### src/rtl/mips_inst_encoder_pkg.sv
// Shared MIPS definitions for the instruction encoder: operation/register types,
// opcode and funct constants, immediate fit checks and instruction-word packers.
package mips_core_pkg;

  typedef enum logic [4:0] {
    ALUCTL_ADD   = 5'd0,
    ALUCTL_ADDU  = 5'd1,
    ALUCTL_SUB   = 5'd2,
    ALUCTL_SUBU  = 5'd3,
    ALUCTL_AND   = 5'd4,
    ALUCTL_OR    = 5'd5,
    ALUCTL_XOR   = 5'd6,
    ALUCTL_NOR   = 5'd7,
    ALUCTL_SLT   = 5'd8,
    ALUCTL_SLTU  = 5'd9,
    ALUCTL_SLL   = 5'd10,
    ALUCTL_SRL   = 5'd11,
    ALUCTL_SRA   = 5'd12,
    ALUCTL_SLLV  = 5'd13,
    ALUCTL_SRLV  = 5'd14,
    ALUCTL_SRAV  = 5'd15,
    ALUCTL_LUI   = 5'd16,
    ALUCTL_MULT  = 5'd17,
    ALUCTL_MULTU = 5'd18,
    ALUCTL_DIV   = 5'd19,
    ALUCTL_DIVU  = 5'd20,
    ALUCTL_BEQ   = 5'd21,
    ALUCTL_BNE   = 5'd22,
    ALUCTL_NOP   = 5'd23
  } AluCtl;

  typedef enum logic {
    MEM_READ  = 1'b0,
    MEM_WRITE = 1'b1
  } MemAccessType;

  typedef logic [4:0] MipsReg;

  localparam MipsReg REG_ZERO = 5'd0;
  localparam MipsReg REG_AT   = 5'd1;

  localparam logic [5:0] OP_SPECIAL = 6'h00;
  localparam logic [5:0] OP_J       = 6'h02;
  localparam logic [5:0] OP_BEQ     = 6'h04;
  localparam logic [5:0] OP_BNE     = 6'h05;
  localparam logic [5:0] OP_ADDI    = 6'h08;
  localparam logic [5:0] OP_ADDIU   = 6'h09;
  localparam logic [5:0] OP_SLTI    = 6'h0a;
  localparam logic [5:0] OP_SLTIU   = 6'h0b;
  localparam logic [5:0] OP_ANDI    = 6'h0c;
  localparam logic [5:0] OP_ORI     = 6'h0d;
  localparam logic [5:0] OP_XORI    = 6'h0e;
  localparam logic [5:0] OP_LUI     = 6'h0f;
  localparam logic [5:0] OP_LW      = 6'h23;
  localparam logic [5:0] OP_SW      = 6'h2b;

  localparam logic [5:0] FN_SLL  = 6'h00;
  localparam logic [5:0] FN_SRL  = 6'h02;
  localparam logic [5:0] FN_SRA  = 6'h03;
  localparam logic [5:0] FN_SLLV = 6'h04;
  localparam logic [5:0] FN_SRLV = 6'h06;
  localparam logic [5:0] FN_SRAV = 6'h07;
  localparam logic [5:0] FN_ADD  = 6'h20;
  localparam logic [5:0] FN_ADDU = 6'h21;
  localparam logic [5:0] FN_SUB  = 6'h22;
  localparam logic [5:0] FN_SUBU = 6'h23;
  localparam logic [5:0] FN_AND  = 6'h24;
  localparam logic [5:0] FN_OR   = 6'h25;
  localparam logic [5:0] FN_XOR  = 6'h26;
  localparam logic [5:0] FN_NOR  = 6'h27;
  localparam logic [5:0] FN_SLT  = 6'h2a;
  localparam logic [5:0] FN_SLTU = 6'h2b;

  // Value survives sign-extension from 16 bits: upper 17 bits all equal.
  function automatic logic fits_s16(input logic [31:0] v);
    return (&v[31:15]) | ~(|v[31:15]);
  endfunction

  function automatic logic fits_u16(input logic [31:0] v);
    return ~(|v[31:16]);
  endfunction

  function automatic logic [31:0] r_word(input MipsReg rs, input MipsReg rt, input MipsReg rd,
                                         input logic [4:0] shamt, input logic [5:0] funct);
    return {OP_SPECIAL, rs, rt, rd, shamt, funct};
  endfunction

  function automatic logic [31:0] i_word(input logic [5:0] op, input MipsReg rs, input MipsReg rt,
                                         input logic [15:0] imm);
    return {op, rs, rt, imm};
  endfunction

  function automatic logic [31:0] j_word(input logic [5:0] op, input logic [25:0] target);
    return {op, target};
  endfunction

endpackage

### src/rtl/mips_inst_encoder_formatter.sv
// Combinational packer: classifies one request as a single word, a lui/ori/$at
// expansion, or unencodable, and builds the words involved.
module mips_inst_formatter
  import mips_core_pkg::*;
(
  input  AluCtl        alu_ctl,
  input  logic         is_mem_access,
  input  MemAccessType mem_action,
  input  logic         is_jump,
  input  MipsReg       rs,
  input  MipsReg       rt,
  input  MipsReg       rw,
  input  logic         uses_immediate,
  input  logic [31:0]  immediate,
  output logic [31:0]  word,
  output logic         expand,
  output logic         err,
  output logic [31:0]  op_word
);

  logic [5:0] funct_s;
  logic       has_funct_s;
  logic [5:0] imm_op_s;
  logic       has_imm_op_s;
  logic       imm_signed_s;
  logic       imm_fits_s;
  logic       is_shift_s;
  logic       is_branch_s;

  // R-type funct for every operation that has a register form
  always_comb begin
    funct_s     = 6'h00;
    has_funct_s = 1'b1;
    case (alu_ctl)
      ALUCTL_ADD:  funct_s = FN_ADD;
      ALUCTL_ADDU: funct_s = FN_ADDU;
      ALUCTL_SUB:  funct_s = FN_SUB;
      ALUCTL_SUBU: funct_s = FN_SUBU;
      ALUCTL_AND:  funct_s = FN_AND;
      ALUCTL_OR:   funct_s = FN_OR;
      ALUCTL_XOR:  funct_s = FN_XOR;
      ALUCTL_NOR:  funct_s = FN_NOR;
      ALUCTL_SLT:  funct_s = FN_SLT;
      ALUCTL_SLTU: funct_s = FN_SLTU;
      ALUCTL_SLL:  funct_s = FN_SLL;
      ALUCTL_SRL:  funct_s = FN_SRL;
      ALUCTL_SRA:  funct_s = FN_SRA;
      ALUCTL_SLLV: funct_s = FN_SLLV;
      ALUCTL_SRLV: funct_s = FN_SRLV;
      ALUCTL_SRAV: funct_s = FN_SRAV;
      default:     has_funct_s = 1'b0;
    endcase
  end

  // I-type opcode; arithmetic forms sign-extend, logical forms zero-extend
  always_comb begin
    imm_op_s     = 6'h00;
    has_imm_op_s = 1'b1;
    imm_signed_s = 1'b1;
    case (alu_ctl)
      ALUCTL_ADD:  imm_op_s = OP_ADDI;
      ALUCTL_ADDU: imm_op_s = OP_ADDIU;
      ALUCTL_SLT:  imm_op_s = OP_SLTI;
      ALUCTL_SLTU: imm_op_s = OP_SLTIU;
      ALUCTL_AND:  begin imm_op_s = OP_ANDI; imm_signed_s = 1'b0; end
      ALUCTL_OR:   begin imm_op_s = OP_ORI;  imm_signed_s = 1'b0; end
      ALUCTL_XOR:  begin imm_op_s = OP_XORI; imm_signed_s = 1'b0; end
      default:     has_imm_op_s = 1'b0;
    endcase
  end

  assign imm_fits_s  = imm_signed_s ? fits_s16(immediate) : fits_u16(immediate);
  assign is_shift_s  = (alu_ctl == ALUCTL_SLL) | (alu_ctl == ALUCTL_SRL) | (alu_ctl == ALUCTL_SRA);
  assign is_branch_s = (alu_ctl == ALUCTL_BEQ) | (alu_ctl == ALUCTL_BNE);

  // Format selection; jump and memory flags take precedence over alu_ctl
  always_comb begin
    word    = 32'h0000_0000;
    expand  = 1'b0;
    err     = 1'b0;
    op_word = r_word(rs, REG_AT, rw, 5'd0, funct_s);
    if (is_jump) begin
      if (immediate[1:0] != 2'b00) err = 1'b1;
      else                         word = j_word(OP_J, immediate[27:2]);
    end else if (is_mem_access) begin
      if ((alu_ctl != ALUCTL_ADD) || !fits_s16(immediate)) err = 1'b1;
      else if (mem_action == MEM_READ) word = i_word(OP_LW, rs, rw, immediate[15:0]);
      else                             word = i_word(OP_SW, rs, rt, immediate[15:0]);
    end else if (is_branch_s) begin
      if (!fits_s16(immediate)) err = 1'b1;
      else word = i_word((alu_ctl == ALUCTL_BEQ) ? OP_BEQ : OP_BNE, rs, rt, immediate[15:0]);
    end else if (is_shift_s) begin
      word = r_word(REG_ZERO, rs, rw, immediate[4:0], funct_s);
    end else if (!has_funct_s) begin
      err = 1'b1;
    end else if (!uses_immediate) begin
      word = r_word(rs, rt, rw, 5'd0, funct_s);
    end else if (has_imm_op_s && imm_fits_s) begin
      word = i_word(imm_op_s, rs, rw, immediate[15:0]);
    end else if ((rs == REG_AT) || (rw == REG_AT)) begin
      // the expansion clobbers $at, so it cannot also be an operand
      err = 1'b1;
    end else begin
      expand = 1'b1;
    end
  end

endmodule

### src/rtl/mips_inst_encoder.sv
// Decoded-operation to MIPS word encoder with a one-entry output slot, a running PC
// and a lui/ori/$at expansion sequencer for immediates without a 16-bit form.
module mips_inst_encoder
  import mips_core_pkg::*;
#(
  parameter int                    ADDR_WIDTH = 32,
  parameter logic [ADDR_WIDTH-1:0] BASE_PC    = ADDR_WIDTH'(32'h0040_0000)
) (
  input  logic                  clk,
  input  logic                  rst_n,
  input  logic                  in_valid,
  output logic                  in_ready,
  input  AluCtl                 in_alu_ctl,
  input  logic                  in_is_mem_access,
  input  MemAccessType          in_mem_action,
  input  logic                  in_is_jump,
  input  MipsReg                in_rs,
  input  MipsReg                in_rt,
  input  MipsReg                in_rw,
  input  logic                  in_uses_immediate,
  input  logic [31:0]           in_immediate,
  output logic                  out_valid,
  input  logic                  out_ready,
  output logic [31:0]           out_data,
  output logic [ADDR_WIDTH-1:0] out_pc,
  output logic                  out_err
);

  typedef enum logic [1:0] {
    IDLE = 2'd0,
    LUI  = 2'd1,
    ORI  = 2'd2,
    OP   = 2'd3
  } EncState;

  EncState               state_q, state_d;
  logic [ADDR_WIDTH-1:0] next_pc_q, next_pc_d;
  logic                  out_valid_q, out_valid_d;
  logic [31:0]           out_data_q, out_data_d;
  logic [ADDR_WIDTH-1:0] out_pc_q, out_pc_d;
  logic                  out_err_q, out_err_d;
  logic [31:0]           imm_q, imm_d;
  logic [31:0]           op_word_q, op_word_d;

  logic        load_s;
  logic        accept_s;
  logic        emit_s;
  logic [31:0] emit_word_s;
  logic [31:0] fmt_word_s;
  logic        fmt_expand_s;
  logic        fmt_err_s;
  logic [31:0] fmt_op_word_s;

  mips_inst_formatter u_formatter (
    .alu_ctl        (in_alu_ctl),
    .is_mem_access  (in_is_mem_access),
    .mem_action     (in_mem_action),
    .is_jump        (in_is_jump),
    .rs             (in_rs),
    .rt             (in_rt),
    .rw             (in_rw),
    .uses_immediate (in_uses_immediate),
    .immediate      (in_immediate),
    .word           (fmt_word_s),
    .expand         (fmt_expand_s),
    .err            (fmt_err_s),
    .op_word        (fmt_op_word_s)
  );

  assign load_s   = ~out_valid_q | out_ready;
  assign in_ready = (state_q == IDLE) & load_s;
  assign accept_s = in_valid & in_ready;

  // Sequencer: state names the next expansion word still owed to the slot
  always_comb begin
    state_d     = state_q;
    imm_d       = imm_q;
    op_word_d   = op_word_q;
    out_err_d   = 1'b0;
    emit_s      = 1'b0;
    emit_word_s = 32'h0000_0000;
    case (state_q)
      IDLE: begin
        if (!accept_s) begin
          emit_s = 1'b0;
        end else if (fmt_err_s) begin
          out_err_d = 1'b1;
        end else if (fmt_expand_s) begin
          emit_s      = 1'b1;
          emit_word_s = i_word(OP_LUI, REG_ZERO, REG_AT, in_immediate[31:16]);
          imm_d       = in_immediate;
          op_word_d   = fmt_op_word_s;
          state_d     = ORI;
        end else begin
          emit_s      = 1'b1;
          emit_word_s = fmt_word_s;
        end
      end
      LUI: begin
        if (load_s) begin
          emit_s      = 1'b1;
          emit_word_s = i_word(OP_LUI, REG_ZERO, REG_AT, imm_q[31:16]);
          state_d     = ORI;
        end else begin
          emit_s = 1'b0;
        end
      end
      ORI: begin
        if (load_s) begin
          emit_s      = 1'b1;
          emit_word_s = i_word(OP_ORI, REG_AT, REG_AT, imm_q[15:0]);
          state_d     = OP;
        end else begin
          emit_s = 1'b0;
        end
      end
      OP: begin
        if (load_s) begin
          emit_s      = 1'b1;
          emit_word_s = op_word_q;
          state_d     = IDLE;
        end else begin
          emit_s = 1'b0;
        end
      end
      default: state_d = IDLE;
    endcase
  end

  // Output slot: emitting always coincides with load, so a departing word is replaced same edge
  always_comb begin
    out_valid_d = out_valid_q;
    out_data_d  = out_data_q;
    out_pc_d    = out_pc_q;
    next_pc_d   = next_pc_q;
    if (emit_s) begin
      out_valid_d = 1'b1;
      out_data_d  = emit_word_s;
      out_pc_d    = next_pc_q;
      next_pc_d   = next_pc_q + ADDR_WIDTH'(32'd4);
    end else if (load_s) begin
      out_valid_d = 1'b0;
    end else begin
      out_valid_d = out_valid_q;
    end
  end

  // State registers; reset aborts any partially emitted expansion
  always_ff @(posedge clk or negedge rst_n) begin
    if (!rst_n) begin
      state_q     <= IDLE;
      next_pc_q   <= BASE_PC;
      out_valid_q <= 1'b0;
      out_data_q  <= 32'h0000_0000;
      out_pc_q    <= BASE_PC;
      out_err_q   <= 1'b0;
      imm_q       <= 32'h0000_0000;
      op_word_q   <= 32'h0000_0000;
    end else begin
      state_q     <= state_d;
      next_pc_q   <= next_pc_d;
      out_valid_q <= out_valid_d;
      out_data_q  <= out_data_d;
      out_pc_q    <= out_pc_d;
      out_err_q   <= out_err_d;
      imm_q       <= imm_d;
      op_word_q   <= op_word_d;
    end
  end

  assign out_valid = out_valid_q;
  assign out_data  = out_data_q;
  assign out_pc    = out_pc_q;
  assign out_err   = out_err_q;

endmodule

### config.mk
export PLATFORM = sky130hd
export DESIGN_NAME = mips_inst_encoder
export DESIGN_NICKNAME = d
export VERILOG_FILES = /design/src/rtl/mips_inst_encoder_pkg.sv /design/src/rtl/mips_inst_encoder_formatter.sv /design/src/rtl/mips_inst_encoder.sv
export SDC_FILE = /design/constraint.sdc
export NUM_CORES = 1
export LEC_CHECK = 0
export ABC_AREA = 1
export CAP_MARGIN = 0
export CORE_ASPECT_RATIO = 1.75
export CORE_MARGIN = 3
export CORE_UTILIZATION = 45
export CTS_BUF_LIST = sky130_fd_sc_hd__clkbuf_2 sky130_fd_sc_hd__clkbuf_4 sky130_fd_sc_hd__clkbuf_8
export DETAILED_ROUTE_END_ITERATION = 10
export PLACE_DENSITY = 0.7
export SETUP_SLACK_MARGIN = 0.3
export SLEW_MARGIN = 20
export SYNTH_ARGS = -nofsm -noshare
export SYNTH_HDL_FRONTEND = slang
export SYNTH_SLANG_ARGS = --single-unit
### constraint.sdc
create_clock -name clk -period 2.3 [get_ports clk]
set_input_delay 0.69 -clock clk [delete_from_list [all_inputs] [get_ports clk]]
set_output_delay 0.69 -clock clk [all_outputs]
set_load 0.01 [all_outputs]
==> metrics.yaml <==
power:
  pwr-share-seq_pct: 32.6
  clockPowerShare_pct: 19.4
  power.net_switching_mw: 4.04
  p_leak_nw: 7.41
  power_frac_comb_pct: 48.0
  pwr_density_cell_nw_per_um2: 716
  p_sw_share_pct: 39.7
  intPower_mw: 6.14
  power.total_mw: 10.2
  irDropWorstVdd_uv: 563
grt:
  grt_use_total_pct: 35.0
  grt_first_pass_wirelength_um: 55000
  antenna_found_initial: 0
  grt_overflow: 0
  first_global_vias: 10383
  grt_max_degree: 50
yosys:
  yosys.area.top_type: "dfrtp_1"
  netlist_area_um2: 8580
  synthDistinctLibCells: 41
  seq_area_frac_synth_pct: 41.7
  avgSynthCellArea_um2: 7.10
  yosysTopAreaCellShare_pct: 41.1
  synthTopCellsByArea: "dfrtp_1 (41%), nand2_1 (18%), nand3_1 (8.7%), inv_1 (5.7%), o21ai_0 (3.6%)"
  synth_seq_cells: 143
  ys.warnings.count: 0
  synth_cells: 1209
sta:
  slew-limit-headroom_pct: 57.6
  rsz0062_at_grt: "true"
  max_freq_mhz: 432
  final_max_slew_viol_count: 0
  fin_crit_sh_pct: 101
  hold_ws_ns: 0.169
  tightestPinTransition_ns: 0.632
  finClkSkew_ns: 0.0150
  fin_crit_ns: 2.31
  fin_ws_ns: -0.0147
  setup_viol: 2
  hold_violations: 0
layout:
  antennaDiodeCount: 0
  drive_gt1_share_pct: 37.1
  area_growth_pct: 65.8
  nFillCells: 1319
  layout.nets: 1602
critical_path:
  cp.required_ns: 2.69
  worstSetupPathType: "in -> reg"
  r2r_cells: 11
  timing.rr.end: "next_pc_q[25]"
  cp-end-kind: "register"
  path_max_fanout: 6
  reg2reg_setup_slack_ns: 0.04
  rr_startpoint: "next_pc_q[2]"
  worstPathArrival_ns: 2.70
  crit_path_start_kind: "input port"
floorplanning:
  core_area_um2: 18700
  dieArea_um2: 20800
  chipWidth_um: 110
  rows: 66
  ios: 127
  fp.dieH_um: 189
  initial_core_util_pct: 46.0
detailed_routing:
  drt-total-wl_um: 37500
  wl_met3_um: 2160
  dr.pass1.iters: 5
  ant_nets: 0
  wire_per_inst_um: 20.9
  via_per_inst: 5.67
  drt-initial-drc-count: 807
  drc: 0
  top_layer_used: "met4"
  drt-met1-wl_um: 11900
  dr_wl_met2_um: 19600
  vias: 10165
clock_network:
  worstSkewPairLatency_ns: 0.47
  ctsHtreeMaxLevel: 4
  root_buffer: "clkbuf_8"
  cts_hold_buf: 0
  numCtsBuffers: 17
  clkTransAtPathRegs_ns: 0.08
  cts_max_path_buffers: 2
  cts_tree: "yes"
  cts.sinks: 143
flow_run:
  drv_cap: 0
placed_design:
  gp_congestion: 1.03
  dp_hpwl_um: 23200
  port_buffers: 123
run_status:
  run_status: "finished with violations"
  failed_checks: "negative setup slack"
hold_path:
  hp-class: "in -> async"
==> power groups by stage <==
| stage | registers, mW | clock network, mW | logic, mW |
|---|---|---|---|
| finish | 3.32 | 1.98 | 4.89 |
| global route | 3.35 | 2.08 | 5.15 |
| CTS | 3.25 | 1.97 | 4.29 |
| detailed placement | 3.29 | 0 | 3.26 |
| global placement | 3.28 | 0 | 3.22 |
| floorplan | 3.31 | 0 | 1.61 |
==> layer usage <==
layer,up-vias,global-route usage [%]
met4,0,26.0
met5,-,0
met2,607,62.5
met3,258,5.38
met1,4740,35.3
li1,4560,-
==> cells in the final DEF (no fill, tap or decap), types with 30 or more instances in the layout <==
| cell | synthesis | layout |
|---|---|---|
| nand2_4 | 2 | 42 |
| buf_12 | 0 | 31 |
| a21oi_1 | 38 | 36 |
| buf_6 | 20 | 30 |
| nand3_1 | 149 | 72 |
| dlygate4sd2_1 | 0 | 70 |
| nand2_2 | 5 | 69 |
| buf_4 | 3 | 162 |
| nor2_1 | 61 | 43 |
| o21ai_0 | 61 | 43 |
| o21ai_2 | 10 | 36 |
| dfrtp_1 | 141 | 139 |
| inv_1 | 131 | 123 |
| nand3_2 | 0 | 70 |
| nand2_1 | 413 | 307 |
==> cells in the mapped netlist <==
master	n
nand2_1	413
nand3_1	149
dfrtp_1	141
inv_1	131
nor2_1	61
o21ai_0	61
a21oi_1	38
o21ai_1	30
clkbuf_1	22
nor3_1	22
buf_6	20
xor2_1	20
a22o_1	16
o21ai_2	10
buf_2	8
nand4_1	8
xnor2_1	8
nor4_1	6
o211ai_1	6
nand2_2	5
buf_1	3
buf_4	3
clkinv_1	3
inv_2	3
o21bai_1	3
dfstp_2	2
nand2_4	2
nor2_4	2
a21oi_2	1
a21oi_4	1
a22oi_1	1
clkbuf_2	1
conb_1	1
ha_1	1
inv_4	1
nand3_4	1
nor2_2	1
nor3b_1	1
o2111ai_1	1
o221ai_1	1
o311ai_0	1
==> cell type report <==
class | count | area, µm² | share of cell area [%]
Multi-Input combinational cell | 873 | 5270 | 37.1
Timing Repair Buffer | 368 | 4150 | 29.2
Sequential cell | 143 | 3580 | 25.2
Inverter | 138 | 536 | 3.76
Tap cell | 238 | 298 | 2.09
Clock buffer | 20 | 269 | 1.89
Clock inverter | 12 | 113 | 0.792
==> cell families after synthesis <==
group	Yosys count	synth area share [%]
adders and majority gates	1	0.146
xor gates and xnor gates	28	2.86
buffers and inverters	195	10.6
DFF	143	41.7
AOI/OAI and AO/OA	170	11.7
other	1	0.0437
and+or+nand+nor	671	33.0
==> flip-flops by register name (all words and copies together) (netlist names) <==
name,flops
imm_q,32
out_data,31
out_err,1
op_word_q,16
state_q,2
next_pc_q,30
out_valid,1
out_pc,30
==> worst max-delay path: stages <==
cell and delay (ns):
buf_2 0.13, buf_4 0.14, nand2_2 0.09, a21oi_4 0.10
buf_4 0.16, buf_4 0.14, nor4_4 0.15, nand3_2 0.14
buf_12 0.17, inv_6 0.08, nand3_4 0.09, buf_6 0.15
clkbuf_16 0.17, clkbuf_16 0.16, o21ai_1 0.14
==> metrics by stage <==
step | setup slack, ns | instance area, µm² | util (%) | std cells | setup TNS (ns)
5_1_grt | -0.134 | 14200 | 76.2 | 1792 | -8.82
3_5_place_dp | -0.977 | 11400 | 60.9 | 1668 | -104.19
4_1_cts | 0.0775 | 13500 | 72.1 | 1776 | 0
2_1_floorplan | -0.00324 | 8930 | - | 1211 | -0.0735
6_report | -0.0147 | 14200 | 76.2 | 1792 | -0.0172
3_3_place_gp | -1.01 | 11400 | 60.9 | 1668 | -102.63
==> how the worst max path moves through the flow <==
stage	startpoint	endpoint	cells past startpoint
6_report	in_alu_ctl[1]	imm_q[19]	15
5_1_grt	in_alu_ctl[2]	imm_q[19]	21
4_1_cts	in_immediate[19]	next_pc_q[19]	21
3_5_place_dp	in_immediate[28]	out_data[14]	16
3_3_place_gp	in_immediate[28]	out_data[14]	16
2_1_floorplan	in_alu_ctl[4]	out_pc[5]	19
==> timing repair <==
item / in CTS / in global routing
endpoints found under the setup margin: 207 / 143
gates cloned: 26 / 8
pin swaps: 78 / 53
setup buffers: 50 / 8
gates resized for setup: 401 / 139
Power figures use the tool's default switching activity.
